<file path="src/rtl/fifo_uart_tx.sv">
// UART transmitter that drains a FIFO: pops a word whenever one is available and
// sends it as start bit, DATA_WIDTH data bits LSB first, stop bit, back to back.
module fifo_uart_tx #(
  parameter int DATA_WIDTH   = 8,
  parameter int CLKS_PER_BIT = 16
) (
  input  logic                  clk,
  input  logic                  reset,
  input  logic                  fifo_empty,
  input  logic [DATA_WIDTH-1:0] fifo_r_data,
  output logic                  fifo_rd,
  output logic                  tx,
  output logic                  tx_busy,
  output logic                  tx_done_tick
);

  localparam int CW = (CLKS_PER_BIT > 2) ? $clog2(CLKS_PER_BIT) : 1;
  localparam int BW = (DATA_WIDTH > 2) ? $clog2(DATA_WIDTH) : 1;
  localparam logic [CW-1:0] CNT_LAST = CW'(CLKS_PER_BIT - 1);
  localparam logic [BW-1:0] BIT_LAST = BW'(DATA_WIDTH - 1);

  typedef enum logic [1:0] {
    IDLE  = 2'd0,
    START = 2'd1,
    DATA  = 2'd2,
    STOP  = 2'd3
  } state_e;

  state_e                state_q, state_d;
  logic [CW-1:0]         cnt_q, cnt_d;
  logic [BW-1:0]         bit_q, bit_d;
  logic [DATA_WIDTH-1:0] shreg_q, shreg_d;
  logic                  tx_q, tx_d;
  logic                  cnt_last_s;

  assign cnt_last_s = (cnt_q == CNT_LAST);

  // State and datapath registers with synchronous reset.
  always_ff @(posedge clk) begin
    if (reset) begin
      state_q <= IDLE;
      cnt_q   <= {CW{1'b0}};
      bit_q   <= {BW{1'b0}};
      shreg_q <= {DATA_WIDTH{1'b0}};
      tx_q    <= 1'b1;
    end else begin
      state_q <= state_d;
      cnt_q   <= cnt_d;
      bit_q   <= bit_d;
      shreg_q <= shreg_d;
      tx_q    <= tx_d;
    end
  end

  // Next-state and next-datapath logic.
  always_comb begin
    state_d = state_q;
    cnt_d   = cnt_q;
    bit_d   = bit_q;
    shreg_d = shreg_q;
    tx_d    = tx_q;
    case (state_q)
      IDLE: begin
        if (fifo_rd) begin
          shreg_d = fifo_r_data;
          cnt_d   = {CW{1'b0}};
          bit_d   = {BW{1'b0}};
          state_d = START;
          tx_d    = 1'b0;
        end else begin
          tx_d = 1'b1;
        end
      end
      START: begin
        if (cnt_last_s) begin
          cnt_d   = {CW{1'b0}};
          state_d = DATA;
          tx_d    = shreg_q[0];
        end else begin
          cnt_d = cnt_q + CW'(1);
        end
      end
      DATA: begin
        if (cnt_last_s) begin
          cnt_d = {CW{1'b0}};
          if (bit_q == BIT_LAST) begin
            state_d = STOP;
            tx_d    = 1'b1;
          end else begin
            bit_d   = bit_q + BW'(1);
            shreg_d = {1'b0, shreg_q[DATA_WIDTH-1:1]};
            // Drive the bit that lands in position 0 after this shift.
            tx_d    = shreg_q[1];
          end
        end else begin
          cnt_d = cnt_q + CW'(1);
        end
      end
      STOP: begin
        if (cnt_last_s) begin
          cnt_d = {CW{1'b0}};
          if (fifo_rd) begin
            shreg_d = fifo_r_data;
            bit_d   = {BW{1'b0}};
            state_d = START;
            tx_d    = 1'b0;
          end else begin
            state_d = IDLE;
            tx_d    = 1'b1;
          end
        end else begin
          cnt_d = cnt_q + CW'(1);
        end
      end
      default: begin
        state_d = IDLE;
        tx_d    = 1'b1;
      end
    endcase
  end

  // Outputs: pop only when idle or in the final stop cycle, never during reset.
  always_comb begin
    fifo_rd      = 1'b0;
    tx_done_tick = 1'b0;
    case (state_q)
      IDLE: begin
        fifo_rd = ~reset & ~fifo_empty;
      end
      STOP: begin
        fifo_rd      = ~reset & ~fifo_empty & cnt_last_s;
        tx_done_tick = cnt_last_s;
      end
      default: begin
        fifo_rd      = 1'b0;
        tx_done_tick = 1'b0;
      end
    endcase
  end

  assign tx      = tx_q;
  assign tx_busy = (state_q != IDLE);

endmodule
</file>
<file path="config.mk">
export PLATFORM = sky130hd
export DESIGN_NAME = fifo_uart_tx
export DESIGN_NICKNAME = d
export VERILOG_FILES = /design/src/rtl/fifo_uart_tx.sv
export SDC_FILE = /design/constraint.sdc
export NUM_CORES = 1
export LEC_CHECK = 0
export ABC_AREA = 1
export BUFFER_PORTS_ARGS = -buffer_cell sky130_fd_sc_hd__buf_2
export CAP_MARGIN = 20
export CORE_ASPECT_RATIO = 1.4
export CORE_MARGIN = 2
export CORE_UTILIZATION = 45
export CTS_BUF_LIST = sky130_fd_sc_hd__clkbuf_4
export DETAILED_ROUTE_END_ITERATION = 8
export PLACE_DENSITY_LB_ADDON = 0.1
export SYNTH_ARGS = -nofsm -noshare
export SYNTH_HDL_FRONTEND = slang
export SYNTH_SLANG_ARGS = --single-unit
</file>
<file path="constraint.sdc">
create_clock -name clk -period 1.5 [get_ports clk]
set_input_delay 0.15 -clock clk [delete_from_list [all_inputs] [get_ports clk]]
set_output_delay 0.15 -clock clk [all_outputs]
set_load 0.02 [all_outputs]
</file>
* Word level (Yosys, flattened, before mapping)
Index checks and enable logic that the tools add are counted.
** Storage, ports and cells
- Bits in registers :: 18
- Bits of input ports :: 11
- Output and inout bits :: 4
- Word-level logic and storage cells :: 57
** Operators by class
- $add $sub $neg :: 2
- Equal/unequal tests :: 11
- Multiplexer cells :: 28
- Bitwise logic cells :: 4
- Reduce and logical (&&, ||, !) cells :: 7
** Operators with widths (count)
- $mux W8 :: 4
- $pmux W8 S3 :: 1
- $mux W3 :: 4
- $ne A2 B2 Y1 const B :: 6
- $mux W2 :: 5
- $pmux W3 S3 :: 1
- $mux W4 :: 2
- $pmux W2 S4 :: 1
- $pmux W4 S2 :: 1
- $mux W1 :: 7
- $reduce_and A5 Y1 :: 1
- $add A4 B1 Y4 const B :: 1
- $eq A2 B2 Y1 const B :: 2
- $eq A4 B4 Y1 const B :: 1
- $pmux W1 S4 :: 1
- $reduce_and A4 Y1 :: 1
- $add A3 B1 Y3 const B :: 1
- $eq A3 B3 Y1 const B :: 1
- $reduce_and A3 Y1 :: 1
- $reduce_bool A3 Y1 :: 1
- $reduce_or A3 Y1 :: 1
- $and A1 B1 Y1 :: 2
- $eq A2 B1 Y1 const B :: 1
- $logic_not A2 Y1 :: 1
- other kinds (3) :: 4

* Longest topological paths before layout
Gate-level depths: netlist of the first run.
- Depth after elaboration :: 7
- Mapped depth :: 11
- Gate-level depth less buffers :: 10

* Worst setup path before layout of the first run
Ideal clock, no wire load.
- Path kind :: reg-to-reg
- From :: register state_q[0]
- To :: register shreg_q[6]
- Library setup time :: 115 ps
- Arrival :: 1506 ps
- Data required time :: 1385 ps
- Setup slack :: -121 ps
- Stages on the path, launching flop included :: 12
- Path buffers :: 1
- Period minus slack after synthesis :: 1621 ps
- Path through :: dfxtp_1 -> inv_1 -> ha_1 -> nor2_1 -> nand2_1 -> inv_1 -> nand2_2 -> nand2_2 -> buf_4 -> nand3_1 -> nand2_1 -> nor2_1
** Between the ends
- Longest elaborated chain between the ends :: 5
- Elaborated cells on any way between the ends :: 12
- Classes of those cells :: eq/ne: 5; mux: 4; reduce/logical: 3
** Ends and longest elaborated chain
- start: declaration :: RTL line 29 : state_e state_q, state_d;
- start signal: assignment :: RTL line 47 : state_q <= state_d;
- $eq A2 B2 Y1 or $logic_not A2 Y1 (tied branches) :: RTL line 62, 126
- $pmux W1 S2 :: RTL line 126 : case (state_q)
- $mux W8 (2 in a row)
- $pmux W8 S3 :: RTL line 62 : case (state_q)
- end signal: assignment :: RTL line 44 : shreg_q <= {DATA_WIDTH{1'b0}};
- end signal: assignment :: RTL line 50 : shreg_q <= shreg_d;
- end: declaration :: RTL line 32 : logic [DATA_WIDTH-1:0] shreg_q, shreg_d;
Parallel ways exist; a longest one is shown, timed or not. The select of a mux whose other input is x is not followed.
A chain may end at the register's enable or synchronous reset.

* Worst setup path in the final report of the first run
- From :: register state_q[1]
- To :: register state_q[0]
** Between the ends
- Longest elaborated chain between the ends :: 5
- Elaborated cells on any way between the ends :: 14
- Classes of those cells :: eq/ne: 8; mux: 4; reduce/logical: 2
** Ends and longest elaborated chain
- $eq A2 B2 Y1 or $logic_not A2 Y1 (tied branches) :: RTL line 62, 126
- $pmux W1 S2 :: RTL line 126
- $mux W1 :: RTL line 102 : if (fifo_rd) begin
- $mux W2 :: RTL line 100 : if (cnt_last_s) begin
- $pmux W2 S4 :: RTL line 62
Parallel ways exist; a longest one is shown, timed or not. The select of a mux whose other input is x is not followed.

==> run metrics, run 1 <==
status=finished with violations; violated checks=setup timing; f_max=0.588 GHz; post-synthesis sequential area ratio=32.8%; global-route wire length before repair=4.19 mm; clk buf depth=2; Die Ht=62.4 um; gr ovfl total=0; clk sinks=18; Total Wirelength=2.72 mm; routability-driven placement congestion ratio=0.835; routed vias/inst=5.22; Worst Skew=10.4 ps; critical path endpoint category=flop; layout cell share with drive strength beyond 1=49.5%; # IOs=15; Syn-to-layout area delta=51.5%; commonest cells in the netlist=nand2_1 (31), a21oi_1 (18), dfxtp_1 (18), inv_1 (14), nor2_1 (14); # DRC=0; CTS tree=yes; HPWL Detailed=1.79 mm; endpoints failing setup=18; Synth Register Bits=18; worst path cell trace=inv_4, ha_4, nor2_4, nand2_2, buf_4, buf_6, nand2_4, nand2_4, nor2_4, nand2_1, a21oi_2; number of hold violations in the final report=0; Buf/Inv on CP=3; DR pass1 iterations=4; WL/cell=12.9 um; Arr. time, crit path=1920 ps; dominant cell type by area after synthesis=dfxtp_1; Top FF cell, synth=dfxtp_1; R2R setup slack=-200 ps; Mapped Cells=148; min Tclk post-route=1700 ps; CTS H-tree depth=1; post-synth cell types=25; Slew @ Worst Pin=193 ps; Final WS setup=-201 ps; critical path peak fanout=4; delay of the slowest cell on the worst path=410 ps; Max-Cap Viols=0; initial antenna violation count=0; # diodes=0; via count=1102; RSZ-0062 raised after global routing=yes; Iter 0 DRT Violations=9; post-synth top area share=32.8%; FP Rows=21; async set-reset flop share out of synthesis=0%; syn nets=168; Slew Limit Fails=0; Fin Setup TNS=-1380 ps; port bufs=14; WP data required=1720 ps; Initial Util=46.4%; DIE AREA=2860 um2; LEAKAGE=0.000747 uW; Nets=210; WS Path Type=flop to flop; Hold Path Class=input pin to flop; netlist area before placement=1100 um2; Pwr Density=1720 nW/um2; Worst Setup Start Kind=flop; Total GRT Usage=19.2%; Synth area leaders=dfxtp_1 (33%), nand2_1 (11%), ha_1 (10%); pin count of the biggest net entering global routing=17; vias in the first global route=1041; # fillers=197; top-count cell post-synth=nand2_1; Clock transition at path regs=100 ps; Die X=45.7 um; Syn. warnings=0; Clock Tree Root=clkbuf_4; Final Hold Slack=101 ps; syn avg cell area=7.41 um2; total clock buffers created by CTS=3; Worst-Skew Late Latency=290 ps; Post-synth EDFFs=0; Setup WS pre-CTS=-57.4 ps; Slowest cell on crit path=dfxtp_4; Slew headroom=87.0%; number of routed nets with antenna violations=0; crit share post-route=113%; Core ar.=2360 um2; Max IR drop VDD=963 uV; Top delay family on crit path=simple AND/OR/NAND/NOR gates; hold buffer count at cts=0
-- final timing paths --
path,start,endpoint,cells after the start
hold / removal,reset,bit_q[2]$_SDFFE_PP0P_,2
hold reg to reg,bit_q[2]$_SDFFE_PP0P_,bit_q[2]$_SDFFE_PP0P_,2
setup / recovery,state_q[1]$_SDFFE_PP0P_,state_q[0]$_SDFFE_PP0P_,11
setup reg to reg,state_q[1]$_SDFFE_PP0P_,state_q[0]$_SDFFE_PP0P_,11
-- through the flow --
| step | instance area, um2 | power (uW) | util, % | instances |
|---|---|---|---|---|
| after floorplan | 1130 | 1650 | - | 148 |
| after global placement | 1310 | 1990 | 55.2 | 195 |
| after detailed placement | 1310 | 2000 | 55.2 | 195 |
| after CTS | 1440 | 2420 | 60.8 | 204 |
| after global routing | 1660 | 3080 | 70.3 | 211 |
| final | 1660 | 2860 | 70.3 | 211 |
-- worst register-to-register path, cell delays in order (launching register included) --
cell	delay [ps]
dfxtp_4	410
inv_4	50
ha_4	240
nor2_4	80
nand2_2	60
buf_4	130
buf_6	110
nand2_4	60
nand2_4	50
nor2_4	160
nand2_1	90
a21oi_2	180
-- area by class of cell --
class | count | area, um2 | share of cell area [%]
multi-input combinational | 110 | 846 | 50.9
sequential | 18 | 368 | 22.1
timing repair buffer | 40 | 324 | 19.5
inverter | 17 | 73.8 | 4.44
tap | 23 | 28.8 | 1.73
clock buffer | 3 | 22.5 | 1.35
-- metal layers --
layer  wire, um  vias to the layer above  track usage, %
li1           -                      566               -
met1       1070                      515            20.3
met2       1530                       14            35.6
met3         50                        7            2.60
met4         66                        0            7.50
met5          0                        -               0
-- kinds of logic after synthesis --
group           share of synthesized area [%]
flops                                    32.8
compound gates                           12.0
buf+inv                                  8.89
simple gates                             30.6
mux                                      5.47
fa+ha+maj                                10.3
-- report_power, final --
| part | internal, uW | switching (uW) | leakage (uW) |
|---|---|---|---|
| sequential | 651 | 130 | 0.000149 |
| combinational | 912 | 935 | 0.000585 |
| clock | 93.4 | 144 | 0.0000138 |
-- state kept, by name, indices dropped and copies added (netlist names) --
register / cells
cnt_q: 4
state_q: 2
bit_q: 3
shreg_q: 8
tx: 1
-- what timing repair did --
action                                  in CTS  in global routing
resized for setup                           19                 43
buffers inserted                             5                  6
cloned                                       1                  1
pin swaps                                    5                 12
endpoints found under the setup margin      11                 19
-- placed cells by master, fill, tap and decap left out, types with 2 or more instances in the layout --
cell type,netlist,final
a21oi_2,0,8
clkbuf_4,0,3
nand3_1,11,10
inv_4,0,4
o21ai_1,1,2
ha_4,0,5
mux2i_1,6,6
nand2_4,1,5
buf_6,0,7
dfxtp_4,0,2
a21oi_1,18,10
ha_1,9,4
nor2_4,0,2
inv_2,3,6
nor2_1,14,12
inv_1,14,7
nand3_2,3,4
nand2_2,2,7
o21ai_2,1,2
buf_2,0,13
nand2_1,31,22
nand4_1,2,2
dfxtp_1,18,16
buf_4,2,18
Power figures use the tool's default switching activity.
==> inputs of run 2 (changes only) <==
==> constraint.sdc (replaced) <==
create_clock -name clk -period 1.5 [get_ports clk]
set_input_delay 0.15 -clock clk [delete_from_list [all_inputs] [get_ports clk]]
set_output_delay 0.15 -clock clk [all_outputs]
set_load 0.1 [all_outputs]
==> run 2 against run 1 <==
  * The run still ends with setup timing left
  * Global-route usage is 1.4 points higher
  * First-iteration DRC count increased to 2.6 times the previous value
  * Sequential share of layout area shrank 0.86 points
  * Routed wire length rose by 13%
  * Die area is the same
  * Flip-flop and latch count is the same
  * Clock power grew 8.9%
==> run metrics, run 2 (same netlist as run 1, synthesis figures left out) <==
design area=1740 um2 (was 1660 um2); DR pass1 iterations=4 (unchanged); Pwr Density=1840 nW/um2 (was 1720 nW/um2); placed cell count=197 (was 195); LEAKAGE=0.000759 uW (was 0.000747 uW); Die Ht=62.4 um (unchanged); DIE AREA=2860 um2 (unchanged); Nets=214 (was 210); vias in the first global route=1058 (was 1041); pin count of the biggest net entering global routing=14 (was 17); critical path endpoint category=output pin (was flop); number of routed nets with antenna violations=0 (unchanged); Clock transition at path regs=100 ps (about the same); Total GRT Usage=20.6% (was 19.2%); min Tclk post-route=1650 ps (was 1700 ps); most frequent cells in the layout=nand2_1 (24), buf_4 (24), a21oi_1 (15) (was nand2_1 (22), buf_4 (18), dfxtp_1 (16)); total clock buffers created by CTS=3 (unchanged); Arr. time, crit path=1500 ps (was 1920 ps); port bufs=14 (unchanged); f_max=0.607 GHz (was 0.588 GHz); Final WS setup=-146 ps (was -201 ps); Slew Limit Fails=0 (unchanged); Die X=45.7 um (unchanged); Max IR drop VDD=1130 uV (was 963 uV); status=finished with violations (unchanged); Slew headroom=68.0% (was 87.0%); # IOs=15 (unchanged); Iter 0 DRT Violations=23 (was 9); Hold Path Class=input pin to flop (unchanged); WP data required=1350 ps (was 1720 ps); clk buf depth=2 (unchanged); Top reg by flops=shreg_q (unchanged); initial antenna violation count=0 (unchanged); R2R depth=9 (was 11); gr ovfl total=0 (unchanged); critical path peak fanout=3 (was 4); Syn-to-layout area delta=58.7% (was 51.5%); violated checks=setup timing (unchanged); Worst Setup Start Kind=flop (unchanged); WS Path Type=flop to output pin (was flop to flop); FP Rows=21 (unchanged); HPWL Detailed=1.82 mm (was 1.79 mm); Worst Skew=9.27 ps (was 10.4 ps); Total Wirelength=3.08 mm (was 2.72 mm); Worst-Skew Late Latency=300 ps (was 290 ps); CTS tree=yes (unchanged); WL/cell=14.3 um (was 12.9 um); endpoints failing setup=13 (was 18); routed vias/inst=5.38 (was 5.22); Placed Instance Area=1380 um2 (was 1310 um2); Worst Hold Depth=2 (unchanged); Setup WS pre-CTS=-33.4 ps (was -57.4 ps); CTS H-tree depth=1 (unchanged); Pwr Total=3210 uW (was 2860 uW); via count=1161 (was 1102); crit share post-route=110% (was 113%); routability-driven placement congestion ratio=0.873 (was 0.835); number of hold violations in the final report=0 (unchanged); # DRC=0 (unchanged); RSZ-0062 raised after global routing=yes (unchanged); Largest regs=shreg_q x8, cnt_q x4, bit_q x3 (unchanged); max FFs per register=8 (unchanged); clk sinks=18 (unchanged); Max-Cap Viols=0 (unchanged); Clock Tree Root=clkbuf_4 (unchanged); final non-filler cell total=216 (was 211); final core occ=73.7% (was 70.3%); layout cell share with drive strength beyond 1=52.3% (was 49.5%); global-route wire length before repair=4.41 mm (was 4.19 mm); Core ar.=2360 um2 (unchanged); Slew @ Worst Pin=484 ps (was 193 ps); # fillers=180 (was 197); # diodes=0 (unchanged); Initial Util=46.4% (unchanged)
run 2: changes by cell type in the layout (fill, tap and decap cells not counted), sizes merged:
cell / before / now
buf: 39 / 43
clkinvlp: 0 / 2
inv: 17 / 15
clkinv: 0 / 1
run 2: per-stage QoR:
stage | TNS, ps | hold slack (ps)
finish | -1120 | 86.1
global route | -2200 | 83.7
CTS | -776 | 75.0
detailed placement | -138 | 404
global placement | -61.6 | 406
floorplan | -2640 | 212
run 2: final cells by class:
class	instances	area (um2)	area share, %
inverter	17	78.8	4.53
clock buffer	3	22.5	1.29
multi-input combinational	110	852	48.9
tap	23	28.8	1.65
sequential	18	370	21.3
timing repair buffer	44	385	22.1
clock inverter	1	3.75	0.216
run 2: worst paths after layout:
path	startpoint	end	slack [ps]
setup / recovery	state_q[1]$_SDFFE_PP0P_	fifo_rd	-150
hold / removal	reset	state_q[0]$_SDFFE_PP0P_	90
setup reg to reg	state_q[0]$_SDFFE_PP0P_	bit_q[1]$_SDFFE_PP0P_	-100
hold reg to reg	tx$_SDFFE_PP1P_	tx$_SDFFE_PP1P_	470
run 2: repair_timing:
action,in CTS,in global routing
hold buffers,0,0
resized for setup,10,44
buffers inserted,11,5
endpoints found under the setup margin,15,20
pin swaps,9,25
cloned,1,1
run 2: report_power, final:
| group | total, uW | internal [uW] | switching [uW] |
|---|---|---|---|
| Combinational | 2170 | 1000 | 1170 |
| Sequential | 781 | 657 | 124 |
| Clock | 258 | 97.0 | 161 |
| Total | 3210 | 1760 | 1450 |
run 2: worst max-delay path: stages, from the launching register on:
cell and delay (ps):
dfxtp_4 390, inv_4 50, ha_4 240, nor2_4 80, nand2_2 60, inv_2 80
nand2_4 60, clkinvlp_4 80, buf_12 170
run 2: layer usage:
metal  global-route usage [%]  vias to the layer above  share of wire, %
met1                     23.9                      559                38
met2                     35.9                       19                58
li1                         -                      575                 -
met3                     1.73                        8               1.9
met5                        0                        -                 0
met4                     10.0                        0               2.6
